## src/rtl/moving_average1_inv_pkg.sv

```systemverilog
// Shared types for the MovingAverage1 family: moving-sum encoder and its inverse.
//   MA1_WIDTH / MA1_DEPTH : default sample width and encoder window length
//   array_of_4_signed_8   : tap history at default sizes
//   inv_state_t           : decoder warm-up state
package MovingAverage1_types;

  localparam int unsigned MA1_WIDTH = 8;
  localparam int unsigned MA1_DEPTH = 4;

  typedef logic signed [MA1_WIDTH-1:0] array_of_4_signed_8 [MA1_DEPTH];
  typedef array_of_4_signed_8 array_of_DEPTH_signed_WIDTH;

  typedef enum logic {
    WARMUP = 1'b0,
    STEADY = 1'b1
  } inv_state_t;

endpackage

```

## src/rtl/moving_average1_inv_if.sv

```systemverilog
// Valid/ready stream bundle for the moving-sum decoder.
//   in_valid/in_ready/in_sum           : encoded running-sum input
//   out_valid/out_ready/out_sample     : recovered sample output
//   out_warm                           : decoder history fully primed
//   master = upstream/downstream side, slave = decoder side
interface moving_average1_inv_if
  import MovingAverage1_types::*;
#(
  parameter int unsigned WIDTH = MA1_WIDTH
);
  logic                    in_valid;
  logic                    in_ready;
  logic signed [WIDTH-1:0] in_sum;
  logic                    out_valid;
  logic                    out_ready;
  logic signed [WIDTH-1:0] out_sample;
  logic                    out_warm;

  modport master (
    output in_valid, in_sum, out_ready,
    input  in_ready, out_valid, out_sample, out_warm
  );

  modport slave (
    input  in_valid, in_sum, out_ready,
    output in_ready, out_valid, out_sample, out_warm
  );
endinterface

```

## src/rtl/moving_average1_inv_hist.sv

```systemverilog
// DEPTH-deep shift register of decoded samples; exposes the oldest tap.
//   system1000 / system1000_rstn : clock, async active-low reset
//   shift_en : push din (one accepted sample)
//   clr      : synchronous clear to the encoder's zero history
//   din      : newly decoded sample
//   oldest   : hist[DEPTH-1], the sample leaving the encoder window
module moving_average1_inv_hist
  import MovingAverage1_types::*;
#(
  parameter int unsigned WIDTH = MA1_WIDTH,
  parameter int unsigned DEPTH = MA1_DEPTH
) (
  input  logic                    system1000,
  input  logic                    system1000_rstn,
  input  logic                    shift_en,
  input  logic                    clr,
  input  logic signed [WIDTH-1:0] din,
  output logic signed [WIDTH-1:0] oldest
);

  logic signed [WIDTH-1:0] hist_q [DEPTH];

  // Shift register: newest at index 0
  always_ff @(posedge system1000 or negedge system1000_rstn) begin
    if (!system1000_rstn) begin
      for (int i = 0; i < int'(DEPTH); i++) hist_q[i] <= '0;
    end else if (clr) begin
      for (int i = 0; i < int'(DEPTH); i++) hist_q[i] <= '0;
    end else if (shift_en) begin
      hist_q[0] <= din;
      for (int i = 1; i < int'(DEPTH); i++) hist_q[i] <= hist_q[i-1];
    end
  end

  assign oldest = hist_q[DEPTH-1];

endmodule

```

## src/rtl/moving_average1_inv.sv

```systemverilog
// Inverse of the DEPTH-tap moving-sum encoder: x[n] = y[n] - y[n-1] + x[n-DEPTH].
//   system1000      : clock, rising edge
//   system1000_rstn : async active-low reset
//   sync_clr        : synchronous realignment to encoder reset state
//   bus (slave)     : in_valid/in_ready/in_sum, out_valid/out_ready/out_sample, out_warm
module moving_average1_inv
  import MovingAverage1_types::*;
#(
  parameter int unsigned WIDTH = MA1_WIDTH,
  parameter int unsigned DEPTH = MA1_DEPTH
) (
  input  logic                system1000,
  input  logic                system1000_rstn,
  input  logic                sync_clr,
  moving_average1_inv_if.slave bus
);

  localparam int unsigned CNT_W = $clog2(DEPTH + 1);

  inv_state_t              state_q, state_d;
  logic [CNT_W-1:0]        cnt_q, cnt_d;
  logic                    warm_q, warm_d;
  logic                    valid_q;
  logic signed [WIDTH-1:0] sample_q;
  logic signed [WIDTH-1:0] prev_q;
  logic signed [WIDTH-1:0] oldest;
  logic signed [WIDTH-1:0] x_c;
  logic                    ready_c;
  logic                    accept_c;

  // One-entry output register: accept whenever the slot is empty or draining
  assign ready_c  = !sync_clr && (!valid_q || bus.out_ready);
  assign accept_c = bus.in_valid && ready_c;

  // Modular difference restores the sample exactly across encoder wrap-around
  assign x_c = bus.in_sum - prev_q + oldest;

  moving_average1_inv_hist #(
    .WIDTH (WIDTH),
    .DEPTH (DEPTH)
  ) u_hist (
    .system1000      (system1000),
    .system1000_rstn (system1000_rstn),
    .shift_en        (accept_c),
    .clr             (sync_clr),
    .din             (x_c),
    .oldest          (oldest)
  );

  // Warm-up FSM state register
  always_ff @(posedge system1000 or negedge system1000_rstn) begin
    if (!system1000_rstn) begin
      state_q <= WARMUP;
      cnt_q   <= '0;
      warm_q  <= 1'b0;
    end else begin
      state_q <= state_d;
      cnt_q   <= cnt_d;
      warm_q  <= warm_d;
    end
  end

  // Warm-up FSM next state: count accepts until the window is full
  always_comb begin
    state_d = state_q;
    cnt_d   = cnt_q;
    warm_d  = warm_q;
    if (sync_clr) begin
      state_d = WARMUP;
      cnt_d   = '0;
      warm_d  = 1'b0;
    end else if (accept_c) begin
      case (state_q)
        WARMUP: begin
          cnt_d = cnt_q + 1'b1;
          if (cnt_q == CNT_W'(DEPTH - 1)) begin
            state_d = STEADY;
            warm_d  = 1'b1;
          end
        end
        STEADY: ;
        default: state_d = WARMUP;
      endcase
    end
  end

  // Output register and previous-sum tracking
  always_ff @(posedge system1000 or negedge system1000_rstn) begin
    if (!system1000_rstn) begin
      valid_q  <= 1'b0;
      sample_q <= '0;
      prev_q   <= '0;
    end else if (sync_clr) begin
      valid_q <= 1'b0;
      prev_q  <= '0;
    end else if (accept_c) begin
      valid_q  <= 1'b1;
      sample_q <= x_c;
      prev_q   <= bus.in_sum;
    end else if (bus.out_ready) begin
      valid_q <= 1'b0;
    end
  end

  assign bus.in_ready   = ready_c;
  assign bus.out_valid  = valid_q;
  assign bus.out_sample = sample_q;
  assign bus.out_warm   = warm_q;

endmodule
```

## src/flat_wrapper.sv

```systemverilog
// flat-port wrapper written by rule: the top's interface ports become plain ports
module moving_average1_inv_flat import MovingAverage1_types::*;
#(
  parameter int unsigned WIDTH = MA1_WIDTH,
  parameter int unsigned DEPTH = MA1_DEPTH
)
  (system1000, system1000_rstn, sync_clr, bus_in_valid, bus_in_sum, bus_out_ready, bus_in_ready, bus_out_valid, bus_out_sample, bus_out_warm);
  moving_average1_inv_if #(.WIDTH(WIDTH)) bus_i ();
  input  logic system1000;
  input  logic system1000_rstn;
  input  logic sync_clr;
  input wire logic [$bits(bus_i.in_valid)-1:0] bus_in_valid;
  input wire logic [$bits(bus_i.in_sum)-1:0] bus_in_sum;
  input wire logic [$bits(bus_i.out_ready)-1:0] bus_out_ready;
  output wire logic [$bits(bus_i.in_ready)-1:0] bus_in_ready;
  output wire logic [$bits(bus_i.out_valid)-1:0] bus_out_valid;
  output wire logic [$bits(bus_i.out_sample)-1:0] bus_out_sample;
  output wire logic [$bits(bus_i.out_warm)-1:0] bus_out_warm;
  assign bus_i.in_valid = bus_in_valid;
  assign bus_i.in_sum = bus_in_sum;
  assign bus_i.out_ready = bus_out_ready;
  assign bus_in_ready = bus_i.in_ready;
  assign bus_out_valid = bus_i.out_valid;
  assign bus_out_sample = bus_i.out_sample;
  assign bus_out_warm = bus_i.out_warm;
  moving_average1_inv #(.WIDTH(WIDTH), .DEPTH(DEPTH)) u_core (.system1000(system1000), .system1000_rstn(system1000_rstn), .sync_clr(sync_clr), .bus(bus_i));
endmodule
```

## config.mk

```make
export PLATFORM = sky130hd
export DESIGN_NAME = moving_average1_inv_flat
export DESIGN_NICKNAME = d
export VERILOG_FILES = /design/src/rtl/moving_average1_inv_pkg.sv /design/src/rtl/moving_average1_inv_if.sv /design/src/rtl/moving_average1_inv_hist.sv /design/src/rtl/moving_average1_inv.sv /design/src/flat_wrapper.sv
export SDC_FILE = /design/constraint.sdc
export NUM_CORES = 1
export LEC_CHECK = 0
export CORE_MARGIN = 10
export CORE_UTILIZATION = 45
export DETAILED_ROUTE_END_ITERATION = 12
export HOLD_SLACK_MARGIN = 0.05
export MAX_ROUTING_LAYER = met4
export PLACE_DENSITY_LB_ADDON = 0.05
export SLEW_MARGIN = 0
export SYNTH_ARGS = -nofsm -noshare
export SYNTH_HDL_FRONTEND = slang
export SYNTH_SLANG_ARGS = --single-unit
```

## constraint.sdc

```tcl
create_clock -name system1000 -period 2.13 [get_ports system1000]
set_clock_uncertainty 0.15 [all_clocks]
set_input_delay 0.5325 -clock system1000 [delete_from_list [all_inputs] [get_ports system1000]]
set_output_delay 0.5325 -clock system1000 [all_outputs]
set_load 0.1 [all_outputs]
```

**After elaboration in Yosys (flattened, before gate mapping)**

Cells that the tools add are included.

- Input bits: 13
- Bits in registers: 54
- Word-level logic and storage cells: 45
- Output and inout port bits: 11

- Bitwise logic cells: 1
- Mux-type cells: 18
- $add $sub $neg: 3
- Equal/unequal tests: 2
- Reduce and logical (&&, ||, !) cells: 11

Operators with widths:

| operator | count |
|---|---|
| 32-bit two-way mux | 2 |
| 8-bit two-way mux | 2 |
| 1-bit two-way mux | 11 |
| 3-bit two-way mux | 3 |
| 8-bit adder | 1 |
| 8-bit subtractor | 1 |
| 2-bit AND reduction | 2 |
| 2-bit nonzero test | 2 |
| 3-bit by 1-bit adder with 3-bit output, second input constant | 1 |
| 3-bit by 2-bit == test with 1-bit output, second input constant | 1 |
| 3-bit AND reduction | 1 |
| 3-bit nonzero test | 1 |
| 1-bit logical AND | 2 |
| 1-bit zero test | 2 |
| 2-bit != test, second input constant | 1 |
| 1-bit logical OR | 1 |
| 1-bit NOT | 1 |

**Longest topological paths before layout**

Gate-level depths: netlist of the first run.

- Depth in word-level cells: 6
- Depth in mapped cells: 11
- Depth with buffers taken out: 11

**Hierarchy**

From an unflattened synthesis of the first run, not the netlist that was laid out.

- Cells, all modules: 280
- Area, all modules: 2,942.8 um^2

By module, submodules not included:

| module | cells an instance | instances | area an instance (um^2) | sequential area each (um^2) |
|---|---|---|---|---|
| moving_average1_inv | 169 | 1 | 1,559.0 | 550.5 |
| moving_average1_inv_hist | 111 | 1 | 1,383.8 | 800.8 |

**Worst setup path before layout of the first run**

Ideal clock, no wire load.

- Path type: flip-flop to output port
- Start: register u_core.valid_q, in the netlist u_core.bus.out_valid
- End: output port bus_in_ready
- Slack: -0.831 ns
- Buffers on the path: 0
- Required time: 1.447 ns
- Arrival: 2.279 ns
- Stages on the path, launching flop included: 3
- Cell sequence: dfrtp_1 nor2b_1 nor2_1

- Word-level cells in the longest chain between the ends: 3

Ends and longest elaborated chain:

| item | line | RTL |
|---|---|---|
| from (decl) | moving_average1_inv.sv:23 | `logic valid_q;` |
| from (signal assigned) | moving_average1_inv.sv:90 | `valid_q <= 1'b0;` |
| from (signal assigned) | moving_average1_inv.sv:94 | `valid_q <= 1'b0;` |
| from (signal assigned) | moving_average1_inv.sv:97 | `valid_q <= 1'b1;` |
| 1-bit zero test | moving_average1_inv.sv:32 | `assign ready_c = !sync_clr && (!valid_q \|\| bus.out_ready);` |
| 1-bit logical OR | moving_average1_inv.sv:32 |  |
| 1-bit logical AND | moving_average1_inv.sv:32 |  |
| to (decl) | flat_wrapper.sv:15 | `output wire logic [$bits(bus_i.in_ready)-1:0] bus_in_ready;` |

No other way between the ends.

**Worst setup path in the final report of the first run**

- Start: input port bus_in_sum[3]
- End: register u_core.u_hist.hist_q[28] (netlist name)

- Word-level cells in the longest chain between the ends: 4

Ends and longest elaborated chain:

| item | line | RTL |
|---|---|---|
| from (decl) | flat_wrapper.sv:13 | `input wire logic [$bits(bus_i.in_sum)-1:0] bus_in_sum;` |
| 8-bit subtractor | moving_average1_inv.sv:36 | `assign x_c = bus.in_sum - prev_q + oldest;` |
| 8-bit adder | moving_average1_inv.sv:36 |  |
| 32-bit two-way mux | moving_average1_inv_hist.sv:29 | `end else if (shift_en) begin` |
| 32-bit two-way mux | moving_average1_inv_hist.sv:27 | `end else if (clr) begin` |
| to (decl) | moving_average1_inv_hist.sv:21 | `logic signed [WIDTH-1:0] hist_q [DEPTH];` |

No other way between the ends. The select of a mux whose other input is x is not followed.
A chain may end at the register's enable or synchronous reset.

==> out/results.ini, run 1 <==
[critical_path]
cp-start-kind=primary input
critPathKind=in -> reg
critical_path_required_ns=2.24
path_buf_inv=5
cp-end-kind=flop
crit_chain=clkdlybuf4s15_1 -> inv_2 -> fa_1 -> inv_2 -> ha_4 -> o21a_1 -> o31a_1 -> buf_4 -> buf_6 -> a211oi_4 -> a21o_1
worst_path_most_repeated_cell=inv_2
cp_slowest_cell=fa_1
arrival_ns=2.51
slowest_delay_ns=0.57
crit_fanout=4
cp_top_family=adder cells

[cells_and_area]
nets=359
antenna_cells=0
final_cell_count_no_fill=402
final_util_pct=64.02
area_delta_synth_final_pct=36.20
layout-drive-gt1-share_pct=31.82

[synthesis]
syn_avg_cell_area_um2=9.632
synthCells=272
synth-edff-count=0
synth_fp_nets=302
synth-main-ff-cell=dfrtp_1
synth_top_area_share_pct=51.58
async_flop_share_pct=100.0
yosys.cell_count.top_type=nand2_1
synth_common_cells=nand2_1 (60), dfrtp_1 (54), inv_1 (29)
ys_types=34
synth_seq_cells=54
synth_area_um2=2620
yosysWarnings=0
yosysTopAreaCell=dfrtp_1
synth_area_leaders=dfrtp_1 (52%), nand2_1 (8.6%), fa_1 (5.3%), ha_1 (4.8%), nand3_1 (4.8%)
ys_seq_area_share_pct=51.58

[status]
status=finished with violations
violations=setup timing

[detailed_routing]
routed_wl_um=6056
wl_met1_um=2839
wl_met2_um=2848
dr_wl_met3_um=237
maxUsedRoutingLayer=met4
vias_per_cell=5.005
vias=2012
drt_first_iter_violations=90
route.detailed.drc=0
dr.pass1.iters=4
ant_nets=0
wire_per_inst_um=15.06

[floorplanning]
die_width_um=96.31
dieArea_um2=9275
core_um2=5574
fp-row-count=27
initial_utilization_pct=47.00
die_h_um=96.31
ios=24

[global_routing]
gr-usage-all-layers_pct=14.66
gr-total-overflow=0
grt_pass1_vias=2137
grt_pass1_wl_um=10360
antenna_found_initial=0
grt_start_max_net_pins=55

[sta]
hold_violations=0
finalMaxSlewViolations=0
fin_ws_ns=-0.2676
min_period_ns=2.398
relSlewSlack_pct=74.20
rsz0062_at_grt=true
setup_violations=10
worst_pin_slew_ns=0.3856
min_period_over_period_pct=112.6
max_freq_ghz=0.4171

[clock_tree]
cts_max_level=2
clk_pin_slew_ns=0.10
clk_latency_ns=0.32
cts.sinks=54
numCtsBuffers=5
cts_tree=built
cts_hold_buffers=0
clock-root-buffer=clkbuf_8
clock_path_buffers=2

[pwr]
total_power_mw=3.057
ir_drop_mv=0.7273
p_leak_nw=1.748
cellPowerDensity_nw_per_um2=856.6

[place]
gp_congestion=0.8329
dpl_worst_slack_ns=-1.007
placed_cells=388
portBuffers=23
dp_hpwl_um=4227

[run]
cap_viol_max_count=0

[hold_path]
hold_path.class=in -> async

==> power breakdown <==
group	leakage, nW	switching [mW]	internal, mW	total (mW)
sequential	0.723	0.0897	1.13	1.21
combinational	0.973	0.708	0.502	1.21
clock	0.0514	0.363	0.269	0.632
total	1.75	1.16	1.90	3.06
==> registers in the layout, indices dropped and copies added (netlist names) <==
| signal | cells |
|---|---|
| u_core.bus.out_sample | 8 |
| u_core.bus.out_valid | 1 |
| u_core.bus.out_warm | 1 |
| u_core.cnt_q | 3 |
| u_core.prev_q | 8 |
| u_core.state_q | 1 |
| u_core.u_hist.hist_q | 24 |
| u_core.u_hist.oldest | 8 |
==> cells in the final DEF (no fill, tap or decap), types with 3 or more instances in the layout <==
cell	instances
dfrtp_1	54
clkdlybuf4s50_1	4
inv_2	14
nand3_1	24
o21ai_0	12
buf_4	37
o21a_1	3
nand2_1	59
clkbuf_8	6
fa_1	5
o31ai_1	10
a21o_1	5
buf_2	3
dlygate4sd2_1	3
inv_1	14
nor2_1	8
a21oi_1	4
ha_4	5
ha_1	4
xnor2_1	4
buf_12	12
==> kinds of logic after synthesis <==
group	Yosys count	share of synthesized area, %
AND/OR/NAND/NOR	106	18.05
flip-flops	54	51.58
AO/OA/AOI/OAI	43	10.51
buffers and inverters	43	6.494
adder cells (fa/ha/maj)	17	10.12
XOR/XNOR	6	2.006
multiplexers	3	1.242
==> worst paths after layout <==
kind / startpoint / to / slack (ns) / cells after the start
min in group system1000: u_core.u_hist.hist_q[18]$_DFFE_PN0P_ / u_core.u_hist.hist_q[10]$_DFFE_PN0P_ / 0.33 / 2
max in group asynchronous: system1000_rstn / u_core.bus.out_sample[3]$_DFFE_PN0P_ / 1.53 / 2
min: system1000_rstn / u_core.prev_q[3]$_DFFE_PN0P_ / 0.04 / 2
max: bus_in_sum[3] / u_core.u_hist.hist_q[28]$_DFFE_PN0P_ / -0.27 / 11
min reg2reg: u_core.u_hist.hist_q[18]$_DFFE_PN0P_ / u_core.u_hist.hist_q[10]$_DFFE_PN0P_ / 0.33 / 2
max reg2reg: u_core.u_hist.oldest[2]$_DFFE_PN0P_ / u_core.u_hist.hist_q[28]$_DFFE_PN0P_ / -0.26 / 10
==> through the flow <==
stage                     TNS (ns)  instance area [um^2]  hold slack, ns
final                       -2.374                  3568         0.03951
after global routing        -3.270                  3568         0.06330
after CTS                   -2.268                  3511         0.06389
after detailed placement    -12.43                  3322          0.3001
after global placement      -11.64                  3322          0.2990
after floorplan             -1.991                  2686         0.08691
==> area by class of cell <==
cell class                 instances  area [um^2]
multi-input combinational        175         1257
fill                             477         2006
sequential                        54         1351
tap                               72        90.09
clock buffer                       6        82.58
inverter                          30        127.6
timing repair buffer              63        641.9
clock inverter                     2        17.52
==> worst register-to-register path: cells and delay by family, from the launching register on <==
family | cells | cell delay, ns
AND/OR/NAND/NOR | 1 | 0.12
adder cells (fa/ha/maj) | 2 | 0.73
buffers and inverters | 4 | 0.37
AO/OA/AOI/OAI | 3 | 0.61
flip-flops | 1 | 0.36
==> layer usage <==
| metal | vias to the layer above | track usage [%] |
|---|---|---|
| li1 | 1001 | - |
| met1 | 960 | 18.24 |
| met2 | 41 | 22.81 |
| met3 | 10 | 3.891 |
| met4 | 0 | 4.600 |
| met5 | - | - |
==> repair_timing <==
| action | in CTS | in global routing |
|---|---|---|
| pin swaps | 18 | 12 |
| buffers inserted | 5 | 2 |
| endpoints found under the setup margin | 15 | 13 |
| endpoints found under the hold margin | 0 | 0 |
| resized for setup | 35 | 15 |
No activity file was read; power rests on OpenSTA's default activity.
==> inputs of run 2 (changes only) <==
- CORE_UTILIZATION: 45 -> 40
==> run 2 against run 1 <==
Worst setup slack worse by 0.027 ns. The run still ends with setup timing left. Routed wire length is 0.48% higher. Final area is 1.0% lower. Maximum frequency is 1.1% lower. Critical path type is now reg -> reg. Combinational power hardly changed. Critical endpoint is now u_core.bus.out_sample[6]$_DFFE_PN0P_. Sequential cell count stayed put.
==> out/results.ini, run 2 (synthesis gave the netlist of run 1 again) <==
[hold_path]
hold_path.class=in -> async  ; unchanged

[sta]
max_freq_ghz=0.4124  ; was 0.4171 GHz
min_period_ns=2.425  ; was 2.398 ns
setup_violations=12  ; was 10
worst_pin_slew_ns=0.5427  ; was 0.3856 ns
fin_ws_ns=-0.2947  ; was -0.2676 ns
tns_ns=-2.362  ; was -2.374 ns
min_period_over_period_pct=113.8  ; was 112.6%
relSlewSlack_pct=63.82  ; was 74.20%
rsz0062_at_grt=true  ; unchanged
holdWs_ns=0.04213  ; was 0.03951 ns
finalMaxSlewViolations=0  ; unchanged
hold_violations=0  ; unchanged

[floorplanning]
initial_utilization_pct=41.26  ; was 47.00%
core_um2=6350  ; was 5574 um^2
dieArea_um2=10190  ; was 9275 um^2
ios=24  ; unchanged
fp-row-count=29  ; was 27
die_width_um=100.9  ; was 96.31 um
die_h_um=100.9  ; was 96.31 um

[pwr]
p_leak_nw=1.714  ; was 1.748 nW
ir_drop_mv=0.5936  ; was 0.7273 mV
cellPowerDensity_nw_per_um2=835.3  ; was 856.6 nW/um^2

[cells_and_area]
stdcell_area_um2=3532  ; was 3568 um^2
layout_commonest_cell=nand2_1  ; unchanged
largest_register_ffs=24  ; unchanged
final_cell_count_no_fill=401  ; was 402
mostFrequentLayoutCells=nand2_1 (60), dfrtp_1 (54), buf_4 (33)  ; was nand2_1 (59), dfrtp_1 (54), buf_4 (37)
regMostFlops=u_core.u_hist.hist_q  ; unchanged
layout-drive-gt1-share_pct=29.94  ; was 31.82%
antenna_cells=0  ; unchanged
nets=354  ; was 359
area_delta_synth_final_pct=34.81  ; was 36.20%

[clock_tree]
clock_path_buffers=2  ; unchanged
cts_max_level=2  ; unchanged
cts.sinks=54  ; unchanged
clk_latency_ns=0.31  ; was 0.32 ns
numCtsBuffers=5  ; unchanged
clock-root-buffer=clkbuf_8  ; unchanged
cts_tree=built  ; unchanged
clk_pin_slew_ns=0.10  ; about the same

[critical_path]
arrival_ns=2.49  ; was 2.51 ns
crit_fanout=2  ; was 4
r2r-end=u_core.bus.out_sample[6]$_DFFE_PN0P_  ; was u_core.u_hist.hist_q[28]$_DFFE_PN0P_
cp-start-kind=flop  ; was primary input
crit_end=u_core.bus.out_sample[6]$_DFFE_PN0P_  ; was u_core.u_hist.hist_q[28]$_DFFE_PN0P_
critPathLaunch=u_core.u_hist.oldest[2]$_DFFE_PN0P_  ; was bus_in_sum[3]
cp-end-kind=flop  ; unchanged
rrSetupSlack_ns=-0.29  ; was -0.26 ns
timing.rr.start=u_core.u_hist.oldest[2]$_DFFE_PN0P_  ; unchanged
critical_path_required_ns=2.19  ; was 2.24 ns
r2r_cells=9  ; was 10
critPathKind=reg -> reg  ; was in -> reg

[detailed_routing]
dr.pass1.iters=4  ; unchanged
drt_first_iter_violations=67  ; was 90
wire_per_inst_um=15.17  ; was 15.06 um
route.detailed.drc=0  ; unchanged
routed_wl_um=6085  ; was 6056 um
ant_nets=0  ; unchanged
vias_per_cell=4.933  ; was 5.005
vias=1978  ; was 2012

[global_routing]
grt_pass1_wl_um=10570  ; was 10360 um
grt_pass1_vias=2055  ; was 2137
gr-total-overflow=0  ; unchanged
antenna_found_initial=0  ; unchanged
gr-usage-all-layers_pct=13.31  ; was 14.66%
grt_start_max_net_pins=27  ; was 55

[place]
portBuffers=23  ; unchanged
gp_congestion=0.8616  ; was 0.8329
post_dp_cell_area_um2=3318  ; was 3322 um^2
dp_hpwl_um=4373  ; was 4227 um
placed_cells=390  ; was 388

[status]
violations=setup timing  ; unchanged
status=finished with violations  ; unchanged

[run]
cap_viol_max_count=0  ; unchanged

## run 2: changes by cell type in the layout (fill, tap and decap cells not counted), sizes merged
| cell | previous run | this run |
|---|---|---|
| clkinv | 2 | 0 |
| dlygate4sd2 | 3 | 5 |
| clkinvlp | 0 | 1 |
| buf | 54 | 48 |
| clkdlybuf4s15 | 2 | 1 |
## run 2: final cells by class
type                       count  area [um^2]
clock inverter                 1        7.507
sequential                    54         1351
fill                         571         2818
tap                           77        96.34
clock buffer                   6        72.57
multi-input combinational    175         1257
timing repair buffer          58        619.3
inverter                      30        127.6
## run 2: worst max-delay path, stage by stage (launching register included)
cell	delay, ns
dfrtp_1	0.35
inv_2	0.06
fa_1	0.53
inv_2	0.05
ha_4	0.21
nor2b_4	0.12
o31a_1	0.29
o21a_1	0.20
o21a_1	0.19
o31ai_2	0.19
## run 2: worst min-delay path by stage
stage               slack (ns)                              endpoint                                  from
floorplan                 0.09  u_core.bus.out_sample[0]$_DFFE_PN0P_                       system1000_rstn
global placement          0.30  u_core.u_hist.hist_q[10]$_DFFE_PN0P_  u_core.u_hist.hist_q[18]$_DFFE_PN0P_
detailed placement        0.30  u_core.u_hist.hist_q[14]$_DFFE_PN0P_  u_core.u_hist.hist_q[22]$_DFFE_PN0P_
CTS                       0.06      u_core.bus.out_valid$_DFFE_PN0P_                       system1000_rstn
global route              0.08      u_core.bus.out_valid$_DFFE_PN0P_                       system1000_rstn
finish                    0.04      u_core.bus.out_valid$_DFFE_PN0P_                       system1000_rstn
## run 2: timing repair
item,4_1_cts,5_1_grt
hold buffers,0,0
endpoints found under the setup margin,15,13
resized for setup,35,10
endpoints found under the hold margin,0,0
buffers inserted,3,3
pin swaps,20,5
## run 2: power by group
part / leakage (nW) / switching (mW) / internal, mW
Clock: 0.0373 / 0.327 / 0.226
Combinational: 0.953 / 0.692 / 0.487
Sequential: 0.723 / 0.0927 / 1.13
Total: 1.71 / 1.11 / 1.84
## run 2: metal layers
metal	track usage (%)	vias up	wire [um]
li1	-	992	-
met1	18.45	950	2963
met2	19.02	29	2821
met3	2.881	7	226
met4	3.859	0	74
met5	-	-	0
## run 2: per-stage QoR
stage	power (mW)	utilization [%]	setup slack, ns
after global placement	2.343	52.26	-0.9440
final	2.950	55.63	-0.2947
after global routing	3.122	55.63	-0.3772
after floorplan	1.889	-	-0.2903
after detailed placement	2.342	52.26	-0.9980
after CTS	2.959	54.46	-0.3600
